<file path="config.mk">
export PLATFORM = sky130hd
export DESIGN_NAME = multicycle_control_flat
export DESIGN_NICKNAME = d
export VERILOG_FILES = /design/src/rtl/multicycle_control_if.sv /design/src/rtl/multicycle_control.sv /design/src/flat_wrapper.sv
export SDC_FILE = /design/constraint.sdc
export NUM_CORES = 1
export LEC_CHECK = 0
export ABC_AREA = 1
export CAP_MARGIN = 20
export CORE_MARGIN = 2
export CORE_UTILIZATION = 44
export CTS_CLUSTER_DIAMETER = 150
export DETAILED_ROUTE_END_ITERATION = 16
export HOLD_SLACK_MARGIN = 0.02
export PLACE_DENSITY = 0.77
export RECOVER_POWER = 25
export SKIP_CTS_REPAIR_TIMING = 1
export SYNTH_ARGS = -nofsm -noshare
export SYNTH_HDL_FRONTEND = slang
export SYNTH_SLANG_ARGS = --single-unit
</file>
<file path="constraint.sdc">
create_clock -name clk -period 1.6 [get_ports clk]
set_input_delay 0.32 -clock clk [delete_from_list [all_inputs] [get_ports clk]]
set_output_delay 0.32 -clock clk [all_outputs]
set_load 0.01 [all_outputs]
</file>
<file path="src/rtl/multicycle_control_if.sv">
`default_nettype none
// +----------------------------------------------------------------------------+
// | multicycle_control_if                                                      |
// | Control bundle between the multicycle sequencer and the datapath.          |
// | Rev 1.0                                                                    |
// +----------------------------------------------------------------------------+
interface multicycle_control_if;
  logic [5:0] opcode;
  logic       zero;
  logic       PCWre;
  logic [1:0] PCSrc;
  logic       IRWre;
  logic       InsMemRW;
  logic       RegWre;
  logic [1:0] RegDst;
  logic       WrRegDSrc;
  logic       ALUSrcB;
  logic [2:0] ALUOp;
  logic       ExtSel;
  logic       mRD;
  logic       mWR;
  logic       DBDataSrc;
  logic [2:0] state;

  modport master (
    input  opcode, zero,
    output PCWre, PCSrc, IRWre, InsMemRW, RegWre, RegDst, WrRegDSrc,
           ALUSrcB, ALUOp, ExtSel, mRD, mWR, DBDataSrc, state
  );

  modport slave (
    output opcode, zero,
    input  PCWre, PCSrc, IRWre, InsMemRW, RegWre, RegDst, WrRegDSrc,
           ALUSrcB, ALUOp, ExtSel, mRD, mWR, DBDataSrc, state
  );
endinterface
`default_nettype wire

</file>
<file path="src/rtl/multicycle_control.sv">
`default_nettype none
// +----------------------------------------------------------------------------+
// | multicycle_control                                                         |
// | IF/ID/EX/MEM/WB sequencer; sole producer of PC write commands.             |
// | Rev 1.0                                                                    |
// +----------------------------------------------------------------------------+
module multicycle_control (
  input  wire logic         clk,
  input  wire logic         reset,
  multicycle_control_if.master bus
);

  localparam logic [5:0] c_OP_ADD  = 6'b000000;
  localparam logic [5:0] c_OP_SUB  = 6'b000001;
  localparam logic [5:0] c_OP_ADDI = 6'b000010;
  localparam logic [5:0] c_OP_OR   = 6'b010000;
  localparam logic [5:0] c_OP_AND  = 6'b010001;
  localparam logic [5:0] c_OP_ORI  = 6'b010010;
  localparam logic [5:0] c_OP_SLT  = 6'b100110;
  localparam logic [5:0] c_OP_SW   = 6'b110000;
  localparam logic [5:0] c_OP_LW   = 6'b110001;
  localparam logic [5:0] c_OP_BEQ  = 6'b110100;
  localparam logic [5:0] c_OP_J    = 6'b111000;
  localparam logic [5:0] c_OP_JR   = 6'b111001;
  localparam logic [5:0] c_OP_JAL  = 6'b111010;
  localparam logic [5:0] c_OP_HALT = 6'b111111;

  typedef enum logic [2:0] {
    S_IF  = 3'b000,
    S_ID  = 3'b001,
    S_EXM = 3'b010,
    S_MEM = 3'b011,
    S_WBL = 3'b100,
    S_EXB = 3'b101,
    S_EXA = 3'b110,
    S_WBA = 3'b111
  } state_t;

  state_t     r_state;
  state_t     w_next;
  logic       r_halt;
  logic       w_next_halt;
  logic [5:0] r_op_q;
  logic       w_rtype;

  logic       w_pcwre;
  logic [1:0] w_pcsrc;
  logic       w_irwre;
  logic       w_insmemrw;
  logic       w_regwre;
  logic [1:0] w_regdst;
  logic       w_wrregdsrc;
  logic       w_alusrcb;
  logic [2:0] w_aluop;
  logic       w_extsel;
  logic       w_mrd;
  logic       w_mwr;
  logic       w_dbdatasrc;

  assign w_rtype = (r_op_q == c_OP_ADD) || (r_op_q == c_OP_SUB) ||
                   (r_op_q == c_OP_OR)  || (r_op_q == c_OP_AND) ||
                   (r_op_q == c_OP_SLT);

  always_ff @(posedge clk or negedge reset) begin
    if (!reset) begin
      r_state <= S_IF;
      r_halt  <= 1'b0;
      r_op_q  <= 6'b000000;
    end else begin
      r_state <= w_next;
      r_halt  <= w_next_halt;
      if (r_state == S_ID && !r_halt) begin
        r_op_q <= bus.opcode;
      end
    end
  end

  always_comb begin
    w_next      = r_state;
    w_next_halt = r_halt;
    w_pcwre     = 1'b0;
    w_pcsrc     = 2'b00;
    w_irwre     = 1'b0;
    w_insmemrw  = 1'b0;
    w_regwre    = 1'b0;
    w_regdst    = 2'b00;
    w_wrregdsrc = 1'b0;
    w_alusrcb   = 1'b0;
    w_aluop     = 3'b000;
    w_extsel    = 1'b0;
    w_mrd       = 1'b0;
    w_mwr       = 1'b0;
    w_dbdatasrc = 1'b0;

    case (r_state)
      S_IF: begin
        w_insmemrw = 1'b1;
        w_irwre    = 1'b1;
        w_next     = S_ID;
      end
      S_ID: begin
        // Halted machine parks here with every enable low until reset.
        if (r_halt) begin
          w_next = S_ID;
        end else begin
          case (bus.opcode)
            c_OP_J: begin
              w_pcwre = 1'b1;
              w_pcsrc = 2'b11;
              w_next  = S_IF;
            end
            c_OP_JAL: begin
              w_pcwre     = 1'b1;
              w_pcsrc     = 2'b11;
              w_regwre    = 1'b1;
              w_regdst    = 2'b00;
              w_wrregdsrc = 1'b0;
              w_next      = S_IF;
            end
            c_OP_JR: begin
              w_pcwre = 1'b1;
              w_pcsrc = 2'b10;
              w_next  = S_IF;
            end
            c_OP_HALT: begin
              w_next_halt = 1'b1;
              w_next      = S_ID;
            end
            c_OP_BEQ:                        w_next = S_EXB;
            c_OP_SW, c_OP_LW:                w_next = S_EXM;
            c_OP_ADD, c_OP_SUB, c_OP_ADDI,
            c_OP_OR, c_OP_AND, c_OP_ORI,
            c_OP_SLT:                        w_next = S_EXA;
            default: begin
              w_pcwre = 1'b1;
              w_pcsrc = 2'b00;
              w_next  = S_IF;
            end
          endcase
        end
      end
      S_EXA: begin
        case (r_op_q)
          c_OP_SUB:          w_aluop = 3'b001;
          c_OP_OR, c_OP_ORI: w_aluop = 3'b011;
          c_OP_AND:          w_aluop = 3'b100;
          c_OP_SLT:          w_aluop = 3'b110;
          default:           w_aluop = 3'b000;
        endcase
        w_alusrcb = (r_op_q == c_OP_ADDI) || (r_op_q == c_OP_ORI);
        w_extsel  = (r_op_q == c_OP_ADDI);
        w_next    = S_WBA;
      end
      S_WBA: begin
        w_regwre    = 1'b1;
        w_regdst    = w_rtype ? 2'b10 : 2'b01;
        w_wrregdsrc = 1'b1;
        w_pcwre     = 1'b1;
        w_next      = S_IF;
      end
      S_EXB: begin
        w_aluop  = 3'b001;
        w_extsel = 1'b1;
        w_pcwre  = 1'b1;
        w_pcsrc  = bus.zero ? 2'b01 : 2'b00;
        w_next   = S_IF;
      end
      S_EXM: begin
        w_aluop   = 3'b000;
        w_alusrcb = 1'b1;
        w_extsel  = 1'b1;
        w_next    = S_MEM;
      end
      S_MEM: begin
        if (r_op_q == c_OP_SW) begin
          w_mwr   = 1'b1;
          w_pcwre = 1'b1;
          w_next  = S_IF;
        end else begin
          w_mrd  = 1'b1;
          w_next = S_WBL;
        end
      end
      S_WBL: begin
        w_mrd       = 1'b1;
        w_dbdatasrc = 1'b1;
        w_regwre    = 1'b1;
        w_regdst    = 2'b01;
        w_wrregdsrc = 1'b1;
        w_pcwre     = 1'b1;
        w_next      = S_IF;
      end
      default: w_next = S_IF;
    endcase
  end

  assign bus.PCWre     = w_pcwre;
  assign bus.PCSrc     = w_pcsrc;
  assign bus.IRWre     = w_irwre;
  assign bus.InsMemRW  = w_insmemrw;
  assign bus.RegWre    = w_regwre;
  assign bus.RegDst    = w_regdst;
  assign bus.WrRegDSrc = w_wrregdsrc;
  assign bus.ALUSrcB   = w_alusrcb;
  assign bus.ALUOp     = w_aluop;
  assign bus.ExtSel    = w_extsel;
  assign bus.mRD       = w_mrd;
  assign bus.mWR       = w_mwr;
  assign bus.DBDataSrc = w_dbdatasrc;
  assign bus.state     = r_state;

endmodule
`default_nettype wire

</file>
<file path="src/flat_wrapper.sv">
// flat-port wrapper written by rule: the top's interface ports become plain ports
module multicycle_control_flat 
  (clk, reset, bus_opcode, bus_zero, bus_PCWre, bus_PCSrc, bus_IRWre, bus_InsMemRW, bus_RegWre, bus_RegDst, bus_WrRegDSrc, bus_ALUSrcB, bus_ALUOp, bus_ExtSel, bus_mRD, bus_mWR, bus_DBDataSrc, bus_state);
  multicycle_control_if bus_i ();
  input  wire logic clk;
  input  wire logic reset;
  input wire logic [$bits(bus_i.opcode)-1:0] bus_opcode;
  input wire logic [$bits(bus_i.zero)-1:0] bus_zero;
  output wire logic [$bits(bus_i.PCWre)-1:0] bus_PCWre;
  output wire logic [$bits(bus_i.PCSrc)-1:0] bus_PCSrc;
  output wire logic [$bits(bus_i.IRWre)-1:0] bus_IRWre;
  output wire logic [$bits(bus_i.InsMemRW)-1:0] bus_InsMemRW;
  output wire logic [$bits(bus_i.RegWre)-1:0] bus_RegWre;
  output wire logic [$bits(bus_i.RegDst)-1:0] bus_RegDst;
  output wire logic [$bits(bus_i.WrRegDSrc)-1:0] bus_WrRegDSrc;
  output wire logic [$bits(bus_i.ALUSrcB)-1:0] bus_ALUSrcB;
  output wire logic [$bits(bus_i.ALUOp)-1:0] bus_ALUOp;
  output wire logic [$bits(bus_i.ExtSel)-1:0] bus_ExtSel;
  output wire logic [$bits(bus_i.mRD)-1:0] bus_mRD;
  output wire logic [$bits(bus_i.mWR)-1:0] bus_mWR;
  output wire logic [$bits(bus_i.DBDataSrc)-1:0] bus_DBDataSrc;
  output wire logic [$bits(bus_i.state)-1:0] bus_state;
  assign bus_i.opcode = bus_opcode;
  assign bus_i.zero = bus_zero;
  assign bus_PCWre = bus_i.PCWre;
  assign bus_PCSrc = bus_i.PCSrc;
  assign bus_IRWre = bus_i.IRWre;
  assign bus_InsMemRW = bus_i.InsMemRW;
  assign bus_RegWre = bus_i.RegWre;
  assign bus_RegDst = bus_i.RegDst;
  assign bus_WrRegDSrc = bus_i.WrRegDSrc;
  assign bus_ALUSrcB = bus_i.ALUSrcB;
  assign bus_ALUOp = bus_i.ALUOp;
  assign bus_ExtSel = bus_i.ExtSel;
  assign bus_mRD = bus_i.mRD;
  assign bus_mWR = bus_i.mWR;
  assign bus_DBDataSrc = bus_i.DBDataSrc;
  assign bus_state = bus_i.state;
  multicycle_control u_core (.clk(clk), .reset(reset), .bus(bus_i));
endmodule
</file>
==> results of run 1 <==
==> per-layer routing <==
layer  routed length [um]  part of all wire
met1                 1360              0.37
met2                 1920              0.52
met3                  253             0.069
met4                  156             0.042
met5                    0                 0
==> worst max-delay path, cell delays in order (launching register included) <==
cell	delay (ns)
dfrtp_1	0.42
nor2_2	0.18
nand2_2	0.11
inv_2	0.08
nand2_2	0.08
nor2_2	0.12
nor2_1	0.08
nand2_1	0.10
buf_2	0.14
==> registers in the layout (all words and copies together), names as in the netlist <==
signal,cells
u_core.r_op_q,6
u_core.bus.state,3
u_core.r_halt,1
==> final timing paths <==
kind	startpoint	end	cells after the start
max	u_core.r_op_q[2]$_DFFE_PN0P_	bus_PCWre	8
min	reset	u_core.r_op_q[1]$_DFFE_PN0P_	1
max reg2reg	u_core.bus.state[1]$_DFF_PN0_	u_core.bus.state[1]$_DFF_PN0_	9
min reg2reg	u_core.r_op_q[3]$_DFFE_PN0P_	u_core.r_op_q[3]$_DFFE_PN0P_	2
max in group asynchronous	reset	u_core.bus.state[1]$_DFF_PN0_	1
min in group clk	bus_opcode[4]	u_core.r_op_q[4]$_DFFE_PN0P_	3
==> cell usage after synthesis (all sizes together) <==
library cell	n
a21oi	6
buf	4
dfrtp	10
inv	23
nand2	34
nand3	11
nand4	1
nor2	23
nor3	4
o21ai	12
o31ai	1
==> cells by family after synthesis <==
kind of cell / count (synthesis) / share of synthesized area
compound gates: 19 / 0.143
flops: 10 / 0.298
buf+inv: 27 / 0.152
simple gates: 73 / 0.408
==> per-stage QoR <==
| stage | TNS [ns] | hold WS [ns] | instances |
|---|---|---|---|
| floorplan | 0 | 0.0244 | 129 |
| global placement | -4.35 | 0.484 | 209 |
| detailed placement | -4.84 | 0.488 | 209 |
| CTS | -8.89 | 0.383 | 212 |
| global route | -3.50 | 0.466 | 223 |
| finish | -2.54 | 0.450 | 223 |
==> power by group through the flow <==
stage	clock network [mW]	registers (mW)	logic, mW
after floorplan	0	0.260	0.0245
after global placement	0	0.260	0.0741
after detailed placement	0	0.260	0.0766
after CTS	0.170	0.255	0.0769
after global routing	0.182	0.256	0.104
final	0.179	0.256	0.0981
==> final cells by class <==
type,instances,share of cell area
Sequential cell,10,0.166
Inverter,23,0.0567
Multi-Input combinational cell,92,0.373
Timing Repair Buffer,70,0.369
Tap cell,25,0.0205
Clock buffer,3,0.0148
==> impl_metrics.json, run 1 <==
{
  "use_met1": 0.269,
  "hold_class": "in2async",
  "cts_tree": "built",
  "final_area_mm2": 0.00152,
  "wirelength_um": 3690,
  "vias": 1229,
  "grt_pass1_vias": 900,
  "fmax_mhz": 525,
  "yosysTopAreaCellShare": 0.298,
  "grt_overflow": 0,
  "antennaDiodeCount": 0,
  "place_area_mm2": 0.00134,
  "met2_usage": 0.416,
  "cellPowerDensity_mw_per_mm2": 350,
  "slew_viol_final": 0,
  "gr-usage-all-layers": 0.226,
  "seq_power_share": 0.480,
  "die_y_um": 47.7,
  "grt_pass1_wl_um": 3640,
  "grt_max_degree": 12,
  "clock_sinks": 10,
  "outcome": "finished, violations left",
  "ir_worst_vdd_mv": 0.336,
  "synthTopCellsByArea": "dfrtp_1 30%, nand2_1 15%, inv_1 8.9%",
  "drc": 0,
  "syn_area_per_cell_um2": 6.52,
  "dieWidth_um": 47.7,
  "switching_share": 0.275,
  "reg2reg_slack_ns": -0.05,
  "gp_congestion": 0.838,
  "antenna_found_initial": 0,
  "leakagePower_nw": 0.899,
  "fin_util": 0.864,
  "violations": "setup timing",
  "combPwrFrac": 0.184,
  "finalPower_uw": 533,
  "rsz0062_at_grt": "yes",
  "synth.distinct_cells": 21,
  "power.internal_uw": 387,
  "multi_input_area_um2": 568,
  "worstPathMaxFanout": 3,
  "top_usage_layer": "met2",
  "cp-start-kind": "flip-flop",
  "area_growth_pct": 81.2,
  "std_cell_rows": 15,
  "clock_latency_ns": 0.27,
  "clkTransAtPathRegs_ns": 0.07,
  "power.share.clock": 0.336,
  "cap_violations": 0,
  "ctsHtreeMaxLevel": 1,
  "regArea_um2": 253,
  "switchingPower_uw": 146,
  "cts-root-buf": "clkbuf_4",
  "relSlewSlack": 0.663,
  "syn-cell-area_um2": 841,
  "finalHoldViolations": 0,
  "wl_per_cell_um": 16.5,
  "postSynthNetCount": 138,
  "critPathRequiredTime_ns": 1.28,
  "gr-usage-met3": 0.0113,
  "path_class": "reg2out",
  "arrival_ns": 1.58,
  "cts_buffer_depth": 2,
  "period_share": 1.19,
  "endpoint_kind": "primary output",
  "pre_cts_ws_ns": -0.625,
  "dieArea_mm2": 0.00228,
  "initial_core_util": 0.477,
  "io_pins": 29,
  "finalSetupViolations": 17,
  "antenna_left": 0,
  "via_per_inst": 5.51,
  "ys_ff_latch": 10,
  "yosys_warnings": 0,
  "coreArea_mm2": 0.00176,
  "synthCells": 129,
  "yosys.area.top_type": "dfrtp_1",
  "post-dp-hpwl_um": 1880,
  "num-fill-cells": 96,
  "nets": 209,
  "drt-pass1-iter-count": 6,
  "drt_iter0_drc": 51,
  "cts_buffers": 3,
  "layout_setup_ws_ns": -0.304,
  "tightest_slew_ns": 0.503,
  "skew_ns": 0.00200,
  "min_period_ns": 1.90,
  "final_common_cell": "buf_4",
  "final_layout_size_suffix_gt1_frac": 0.561,
  "mostFrequentLayoutCells": "38 x buf_4, 27 x nand2_1, 13 x inv_1, 13 x nor2_1, 13 x buf_2",
  "port_buffers": 28,
  "yosysSeqAreaShare": 0.298
}
No activity file was read; power rests on OpenSTA's default activity.
==> run 2, diff against run 1 <==
GPL_ROUTABILITY_DRIVEN = 0   (was not set)
==> results of run 2 <==
Final layout, timing and power as in run 1 (identical DEF).
